`config.mk`:
```
export PLATFORM = sky130hd
export DESIGN_NAME = bmem_arbiter_flat
export DESIGN_NICKNAME = d
export VERILOG_FILES = /design/src/rtl/bmem_arbiter_if.sv /design/src/rtl/bmem_arbiter.sv /design/src/flat_wrapper.sv
export SDC_FILE = /design/constraint.sdc
export NUM_CORES = 2
export LEC_CHECK = 0
export BUFFER_PORTS_ARGS = -buffer_cell sky130_fd_sc_hd__buf_4
export CORE_AREA = 3 3 400 402
export CTS_CLUSTER_DIAMETER = 40
export CTS_CLUSTER_SIZE = 28
export DETAILED_ROUTE_END_ITERATION = 6
export DIE_AREA = 0 0 403 405
export SLEW_MARGIN = 0
export SYNTH_ARGS = -nofsm -noshare
export SYNTH_HDL_FRONTEND = slang
export SYNTH_SLANG_ARGS = --single-unit
```
`constraint.sdc`:
```
create_clock -name clk -period 39.2 [get_ports clk]
set_input_delay 0 -clock clk [delete_from_list [all_inputs] [get_ports clk]]
set_output_delay 0 -clock clk [all_outputs]
set_load 0.02 [all_outputs]
```
`src/rtl/bmem_arbiter_if.sv`:
```
// Cache-side and burst-memory-side signals of bmem_arbiter.
// slave: the arbiter's view; master: the caches and memory that drive it.
interface bmem_arbiter_if;
    logic [31:0]  i_addr;
    logic         i_read;
    logic [255:0] i_rdata;
    logic         i_resp;

    logic [31:0]  d_addr;
    logic         d_read;
    logic         d_write;
    logic [255:0] d_wdata;
    logic [255:0] d_rdata;
    logic         d_resp;

    logic [31:0]  bmem_addr;
    logic         bmem_read;
    logic         bmem_write;
    logic [63:0]  bmem_wdata;
    logic         bmem_ready;
    logic [31:0]  bmem_raddr;
    logic [63:0]  bmem_rdata;
    logic         bmem_rvalid;

    modport slave (
        input  i_addr, i_read,
        output i_rdata, i_resp,
        input  d_addr, d_read, d_write, d_wdata,
        output d_rdata, d_resp,
        output bmem_addr, bmem_read, bmem_write, bmem_wdata,
        input  bmem_ready, bmem_raddr, bmem_rdata, bmem_rvalid
    );

    modport master (
        output i_addr, i_read,
        input  i_rdata, i_resp,
        output d_addr, d_read, d_write, d_wdata,
        input  d_rdata, d_resp,
        input  bmem_addr, bmem_read, bmem_write, bmem_wdata,
        output bmem_ready, bmem_raddr, bmem_rdata, bmem_rvalid
    );
endinterface

```
`src/rtl/bmem_arbiter.sv`:
```
// Shares one 4-beat burst memory between I-cache and D-cache, one transaction at a time.
// Define BMEM_ARB_DCACHE_PRIORITY_EN to let the D-cache win every tie instead of round-robin.
//
// state    | meaning
// IDLE     | sample requests, grant one, latch port/address/wdata
// RD_ISSUE | hold bmem_read until the memory accepts it
// RD_WAIT  | collect four beats whose raddr matches the issued line
// WR_BURST | stream four write beats, advancing on bmem_ready
// RESP     | one-cycle resp pulse to the granted port
module bmem_arbiter (
    input  logic          clk,
    input  logic          rst,
    bmem_arbiter_if.slave bus
);
    typedef enum logic [2:0] {IDLE, RD_ISSUE, RD_WAIT, WR_BURST, RESP} state_t;

    state_t       state;
    logic [1:0]   cnt;
    logic [1:0]   cnt_nx;
    logic         gnt_d;
    logic [255:0] wdata_q;
    logic [191:0] line_q;
    logic         i_req;
    logic         d_req;
    logic         pick_d;

    assign i_req  = bus.i_read;
    assign d_req  = bus.d_read | bus.d_write;
    assign cnt_nx = cnt + 2'd1;

`ifdef BMEM_ARB_DCACHE_PRIORITY_EN
    assign pick_d = d_req;
`else
    logic last_d;
    assign pick_d = d_req & (~i_req | ~last_d);
`endif

    always_ff @(posedge clk or posedge rst) begin
        if (rst) begin
            state          <= IDLE;
            cnt            <= 2'd0;
            gnt_d          <= 1'b0;
            wdata_q        <= '0;
            line_q         <= '0;
            bus.bmem_addr  <= '0;
            bus.bmem_read  <= 1'b0;
            bus.bmem_write <= 1'b0;
            bus.bmem_wdata <= '0;
            bus.i_resp     <= 1'b0;
            bus.d_resp     <= 1'b0;
            bus.i_rdata    <= '0;
            bus.d_rdata    <= '0;
`ifndef BMEM_ARB_DCACHE_PRIORITY_EN
            last_d         <= 1'b1;
`endif
        end else begin
            bus.i_resp <= 1'b0;
            bus.d_resp <= 1'b0;
            case (state)
                IDLE: begin
                    if (i_req | d_req) begin
                        gnt_d         <= pick_d;
                        bus.bmem_addr <= (pick_d ? bus.d_addr : bus.i_addr) & ~32'h1F;
                        wdata_q       <= bus.d_wdata;
                        cnt           <= 2'd0;
`ifndef BMEM_ARB_DCACHE_PRIORITY_EN
                        last_d        <= pick_d;
`endif
                        // A simultaneous d_read/d_write is treated as a write.
                        if (pick_d && bus.d_write) begin
                            bus.bmem_write <= 1'b1;
                            bus.bmem_wdata <= bus.d_wdata[63:0];
                            state          <= WR_BURST;
                        end else begin
                            bus.bmem_read <= 1'b1;
                            state         <= RD_ISSUE;
                        end
                    end
                end
                RD_ISSUE: begin
                    if (bus.bmem_ready) begin
                        bus.bmem_read <= 1'b0;
                        state         <= RD_WAIT;
                    end
                end
                RD_WAIT: begin
                    if (bus.bmem_rvalid && (bus.bmem_raddr == bus.bmem_addr)) begin
                        cnt <= cnt_nx;
                        case (cnt)
                            2'd0: line_q[63:0]    <= bus.bmem_rdata;
                            2'd1: line_q[127:64]  <= bus.bmem_rdata;
                            2'd2: line_q[191:128] <= bus.bmem_rdata;
                            default: begin
                                if (gnt_d) begin
                                    bus.d_rdata <= {bus.bmem_rdata, line_q};
                                    bus.d_resp  <= 1'b1;
                                end else begin
                                    bus.i_rdata <= {bus.bmem_rdata, line_q};
                                    bus.i_resp  <= 1'b1;
                                end
                                state <= RESP;
                            end
                        endcase
                    end
                end
                WR_BURST: begin
                    if (bus.bmem_ready) begin
                        cnt <= cnt_nx;
                        if (cnt == 2'd3) begin
                            bus.bmem_write <= 1'b0;
                            bus.d_resp     <= 1'b1;
                            state          <= RESP;
                        end else begin
                            bus.bmem_wdata <= wdata_q[{cnt_nx, 6'b0} +: 64];
                        end
                    end
                end
                RESP:    state <= IDLE;
                default: state <= IDLE;
            endcase
        end
    end
endmodule

```
`src/flat_wrapper.sv`:
```
// flat-port wrapper written by rule: the top's interface ports become plain ports
module bmem_arbiter_flat 
  (clk, rst, bus_i_addr, bus_i_read, bus_i_rdata, bus_i_resp, bus_d_addr, bus_d_read, bus_d_write, bus_d_wdata, bus_d_rdata, bus_d_resp, bus_bmem_addr, bus_bmem_read, bus_bmem_write, bus_bmem_wdata, bus_bmem_ready, bus_bmem_raddr, bus_bmem_rdata, bus_bmem_rvalid);
  bmem_arbiter_if bus_i ();
  input  logic clk;
  input  logic rst;
  input wire logic [$bits(bus_i.i_addr)-1:0] bus_i_addr;
  input wire logic [$bits(bus_i.i_read)-1:0] bus_i_read;
  output wire logic [$bits(bus_i.i_rdata)-1:0] bus_i_rdata;
  output wire logic [$bits(bus_i.i_resp)-1:0] bus_i_resp;
  input wire logic [$bits(bus_i.d_addr)-1:0] bus_d_addr;
  input wire logic [$bits(bus_i.d_read)-1:0] bus_d_read;
  input wire logic [$bits(bus_i.d_write)-1:0] bus_d_write;
  input wire logic [$bits(bus_i.d_wdata)-1:0] bus_d_wdata;
  output wire logic [$bits(bus_i.d_rdata)-1:0] bus_d_rdata;
  output wire logic [$bits(bus_i.d_resp)-1:0] bus_d_resp;
  output wire logic [$bits(bus_i.bmem_addr)-1:0] bus_bmem_addr;
  output wire logic [$bits(bus_i.bmem_read)-1:0] bus_bmem_read;
  output wire logic [$bits(bus_i.bmem_write)-1:0] bus_bmem_write;
  output wire logic [$bits(bus_i.bmem_wdata)-1:0] bus_bmem_wdata;
  input wire logic [$bits(bus_i.bmem_ready)-1:0] bus_bmem_ready;
  input wire logic [$bits(bus_i.bmem_raddr)-1:0] bus_bmem_raddr;
  input wire logic [$bits(bus_i.bmem_rdata)-1:0] bus_bmem_rdata;
  input wire logic [$bits(bus_i.bmem_rvalid)-1:0] bus_bmem_rvalid;
  assign bus_i.i_addr = bus_i_addr;
  assign bus_i.i_read = bus_i_read;
  assign bus_i_rdata = bus_i.i_rdata;
  assign bus_i_resp = bus_i.i_resp;
  assign bus_i.d_addr = bus_d_addr;
  assign bus_i.d_read = bus_d_read;
  assign bus_i.d_write = bus_d_write;
  assign bus_i.d_wdata = bus_d_wdata;
  assign bus_d_rdata = bus_i.d_rdata;
  assign bus_d_resp = bus_i.d_resp;
  assign bus_bmem_addr = bus_i.bmem_addr;
  assign bus_bmem_read = bus_i.bmem_read;
  assign bus_bmem_write = bus_i.bmem_write;
  assign bus_bmem_wdata = bus_i.bmem_wdata;
  assign bus_i.bmem_ready = bus_bmem_ready;
  assign bus_i.bmem_raddr = bus_bmem_raddr;
  assign bus_i.bmem_rdata = bus_bmem_rdata;
  assign bus_i.bmem_rvalid = bus_bmem_rvalid;
  bmem_arbiter u_core (.clk(clk), .rst(rst), .bus(bus_i));
endmodule
```
==> results.sh <==
export IMPL_drtIter0Drc=1513
export IMPL_yosys_register_bits=1062
export IMPL_ys_seq_area_share_pct=63.3
export IMPL_p_sw_mw=1.14
export IMPL_slowest_stage="buf_4"
export IMPL_core_sq_um=156000
export IMPL_setup_violations=0
export IMPL_synthXorXnorAreaFrac_pct=0.563
export IMPL_yosysWarnings=0
export IMPL_antenna_found_initial=36
export IMPL_syn_area_per_cell_sq_um=16.0
export IMPL_worstPathArrival_ps=6800
export IMPL_drt_met1_wl_microns=59500
export IMPL_slowest_delay_ps=850
export IMPL_post_route_period_util_pct=15.7
export IMPL_switching_share_pct=29.3
export IMPL_netlist_cell_type_count=39
export IMPL_critPathMaxFanout=73
export IMPL_synth_cells=2630
export IMPL_cts_max_path_buffers=3
export IMPL_rsz0062_at_grt="no"
export IMPL_seqPwrFrac_pct=36.3
export IMPL_num_vias=29800
export IMPL_grt_max_degree=206
export IMPL_area_delta_synth_final_pct=55.6
export IMPL_dr_wl_met3_microns=12200
export IMPL_crit_top_cell="buf_4"
export IMPL_drive_above_1_share_pct=50.1
export IMPL_worst_ir_drop_vdd_v=0.0000615
export IMPL_drv_cap=0
export IMPL_critical_path_startpoint_type="flop"
export IMPL_synth_edf_count=0
export IMPL_endpoint_kind="flop"
export IMPL_fp_dieW_microns=403
export IMPL_synth_top_family_by_area="multiplexers"
export IMPL_port_buffers=1019
export IMPL_status="finished, final reports clean"
export IMPL_topRoutingLayerUsed="met5"
export IMPL_wl_met2_microns=73900
export IMPL_synthAdderAreaFrac_pct=0.149
export IMPL_cts_setup_buffers=0
export IMPL_chipHeight_microns=405
export IMPL_ys_top_cells_by_count="1061 x dfrtp_1, 859 x mux2_2, 103 x nand2_1"
export IMPL_ios=1035
export IMPL_nets=4851
export IMPL_gp_congestion=0.825
export IMPL_cts_tree="yes"
export IMPL_grt_pass1_wl_microns=220000
export IMPL_fillers=14300
export IMPL_syn_area_sq_um=42000
export IMPL_hold_viol_final=0
export IMPL_fmax_ghz=0.162
export IMPL_cp_top_family="buffers and inverters"
export IMPL_power_total_mw=3.89
export IMPL_async_reset_ff_share_pct=100
export IMPL_skew_ps=74.7
export IMPL_cts_num_sinks=1062
export IMPL_grtUsageTotal_pct=18.2
export IMPL_synth_mux_area_share_pct=31.4
export IMPL_cp_num_buf_inv=4
export IMPL_clock_latency_ps=820
export IMPL_leakage_nw=32.7
export IMPL_tightest_slew_ps=1270
export IMPL_tns_ps=0
export IMPL_min_period_ps=6160
export IMPL_cts_clk_slew_worst_paths_ps=50
export IMPL_grt_pass1_vias=32300
export IMPL_grt_overflow_total=0
export IMPL_detail_route_antenna_nets=0
export IMPL_critPathKind="reg -> reg"
export IMPL_cts_buffers=172
export IMPL_root_buffer="clkbuf_16"
export IMPL_slew_headroom_pct=15.6
export IMPL_ys_top_cells_by_area="dfrtp_1 63%, mux2_2 23%, mux4_2 3.4%"
export IMPL_internal_power_mw=2.75
export IMPL_yosys_area_share_simple_pct=1.66
export IMPL_ys_flop_type="dfrtp_1"
export IMPL_synth_compound_area_share_pct=1.40
export IMPL_power_density_nw_per_um2=59.6
export IMPL_h_tree_depth=4
export IMPL_hold_class="in -> reg"
export IMPL_die_area_sq_um=163000
export IMPL_wl_per_cell_microns=22.9
export IMPL_place_ws_ps=33150
export IMPL_wirelength_microns=152000
export IMPL_yosysMostFrequentCell="dfrtp_1"
export IMPL_crit_path_cell_trace="nor3_1 > nand2_1 > nand2_4 > buf_4 > buf_4 > buf_4 > buf_4 > mux2_2"
export IMPL_synth_top_area_share_pct=63.3
export IMPL_combPwrFrac_pct=23.1
export IMPL_place_hpwl_microns=104000
export IMPL_num_rows=145
export IMPL_synth_area_leader_cell="dfrtp_1"
export IMPL_start_util_pct=26.8
export IMPL_required_ps=39830
export IMPL_post_route_drc_count=0
export IMPL_fin_ws_ps=33040
export IMPL_p_clk_share_pct=40.6
export IMPL_slew_viol_final=0
export IMPL_dr_pass1_iters=5
export IMPL_viasPerCell=4.49
## through the flow
step / utilization, % / hold slack, ps / instance area [sq um] / instances
after CTS: 41.7 / 0.136 / 65300 / 6622
after global routing: 41.8 / 16.8 / 65300 / 6631
after floorplan: - / 132 / 42000 / 2634
final: 41.8 / 80.0 / 65300 / 6637
after global placement: 33.2 / 173 / 52000 / 5593
after detailed placement: 33.2 / 176 / 52000 / 5593
## cells in the final DEF, fill, tap and decap left out, drive strengths merged, types with 2 or more instances in the layout
cell	instances
dfrtp	1061
buf	1054
mux2	960
dlygate4sd3	714
clkbuf	217
nand2	103
o21ai	96
mux2i	92
mux4	64
clkinv	46
xnor2	27
inv	27
bufinv	19
diode	15
nand4	13
clkinvlp	11
nand3	10
nor4	6
conb	5
ha	5
nor3b	4
nor2	4
nor3	3
a21oi	3
and3	3
nor2b	2
a2111o	2
o221ai	2
## timing repair
action	CTS	global route
hold buffers	714	0
endpoints found under the setup margin	0	0
resized for setup	0	0
hold endpoints to repair	778	0
## worst min-delay path: cells and delay by family
kind                   cells  cell delay (ps)
buffers and inverters      2              690
multiplexers               1              130
## worst paths after layout
path,startpoint,end,slack (ps),cells past startpoint
max in group asynchronous,rst,u_core.line_q[110],33830,9
worst min register to register,u_core.bus.bmem_wdata[55],u_core.bus.bmem_wdata[55],480,2
min in group asynchronous,rst,u_core.bus.bmem_addr[12],520,4
worst max-delay path,u_core.state[0],u_core.wdata_q[13],33040,8
worst max register to register,u_core.state[0],u_core.wdata_q[13],33040,8
worst min-delay path,bus_d_wdata[81],u_core.wdata_q[81],80,3
## flip-flops by register name, indices dropped and copies added, names as in the netlist
signal                 cells
u_core.bus.bmem_write      1
u_core.state               3
u_core.wdata_q           256
u_core.bus.i_resp          1
u_core.gnt_d               1
u_core.line_q            192
u_core.cnt                 2
u_core.bus.bmem_wdata     64
u_core.bus.d_rdata       256
u_core.bus.d_resp          1
u_core.bus.i_rdata       256
u_core.bus.bmem_addr      27
u_core.bus.bmem_read       1
u_core.last_d              1
## power groups by stage
| stage | Clock (mW) | Combinational [mW] | Sequential, mW |
|---|---|---|---|
| 2_1_floorplan | 0 | 0.504 | 1.43 |
| 3_3_place_gp | 0 | 0.805 | 1.42 |
| 5_1_grt | 1.67 | 0.967 | 1.43 |
| 6_report | 1.58 | 0.897 | 1.41 |
| 4_1_cts | 1.62 | 0.896 | 1.41 |
| 3_5_place_dp | 0 | 0.817 | 1.42 |
## logic make-up after synthesis
family                   after synthesis
buffers and inverters                158
adder cells (fa/ha/maj)                5
AO/OA/AOI/OAI                        109
flip-flops                          1062
other                                  1
AND/OR/NAND/NOR                      152
XOR/XNOR                              27
multiplexers                        1116
## metal layers
metal / vias to the layer above / global-route usage [%]
li1: 13100 / -
met1: 15400 / 21.2
met2: 1003 / 30.4
met3: 279 / 6.40
met4: 14 / 7.97
met5: - / 0
## final cells by class
type | instances | area [sq um] | share of cell area (%)
diodes | 15 | 37.5 | 0.0575
multi-input cells | 1414 | 14900 | 22.8
well taps | 2058 | 2570 | 3.94
flip-flops and latches | 1062 | 26600 | 40.7
repair buffers | 1768 | 15100 | 23.1
clock inverters | 98 | 1410 | 2.16
inverters | 5 | 26.3 | 0.0402
clock buffers | 217 | 4730 | 7.25
(Power assumes the default switching activity.)
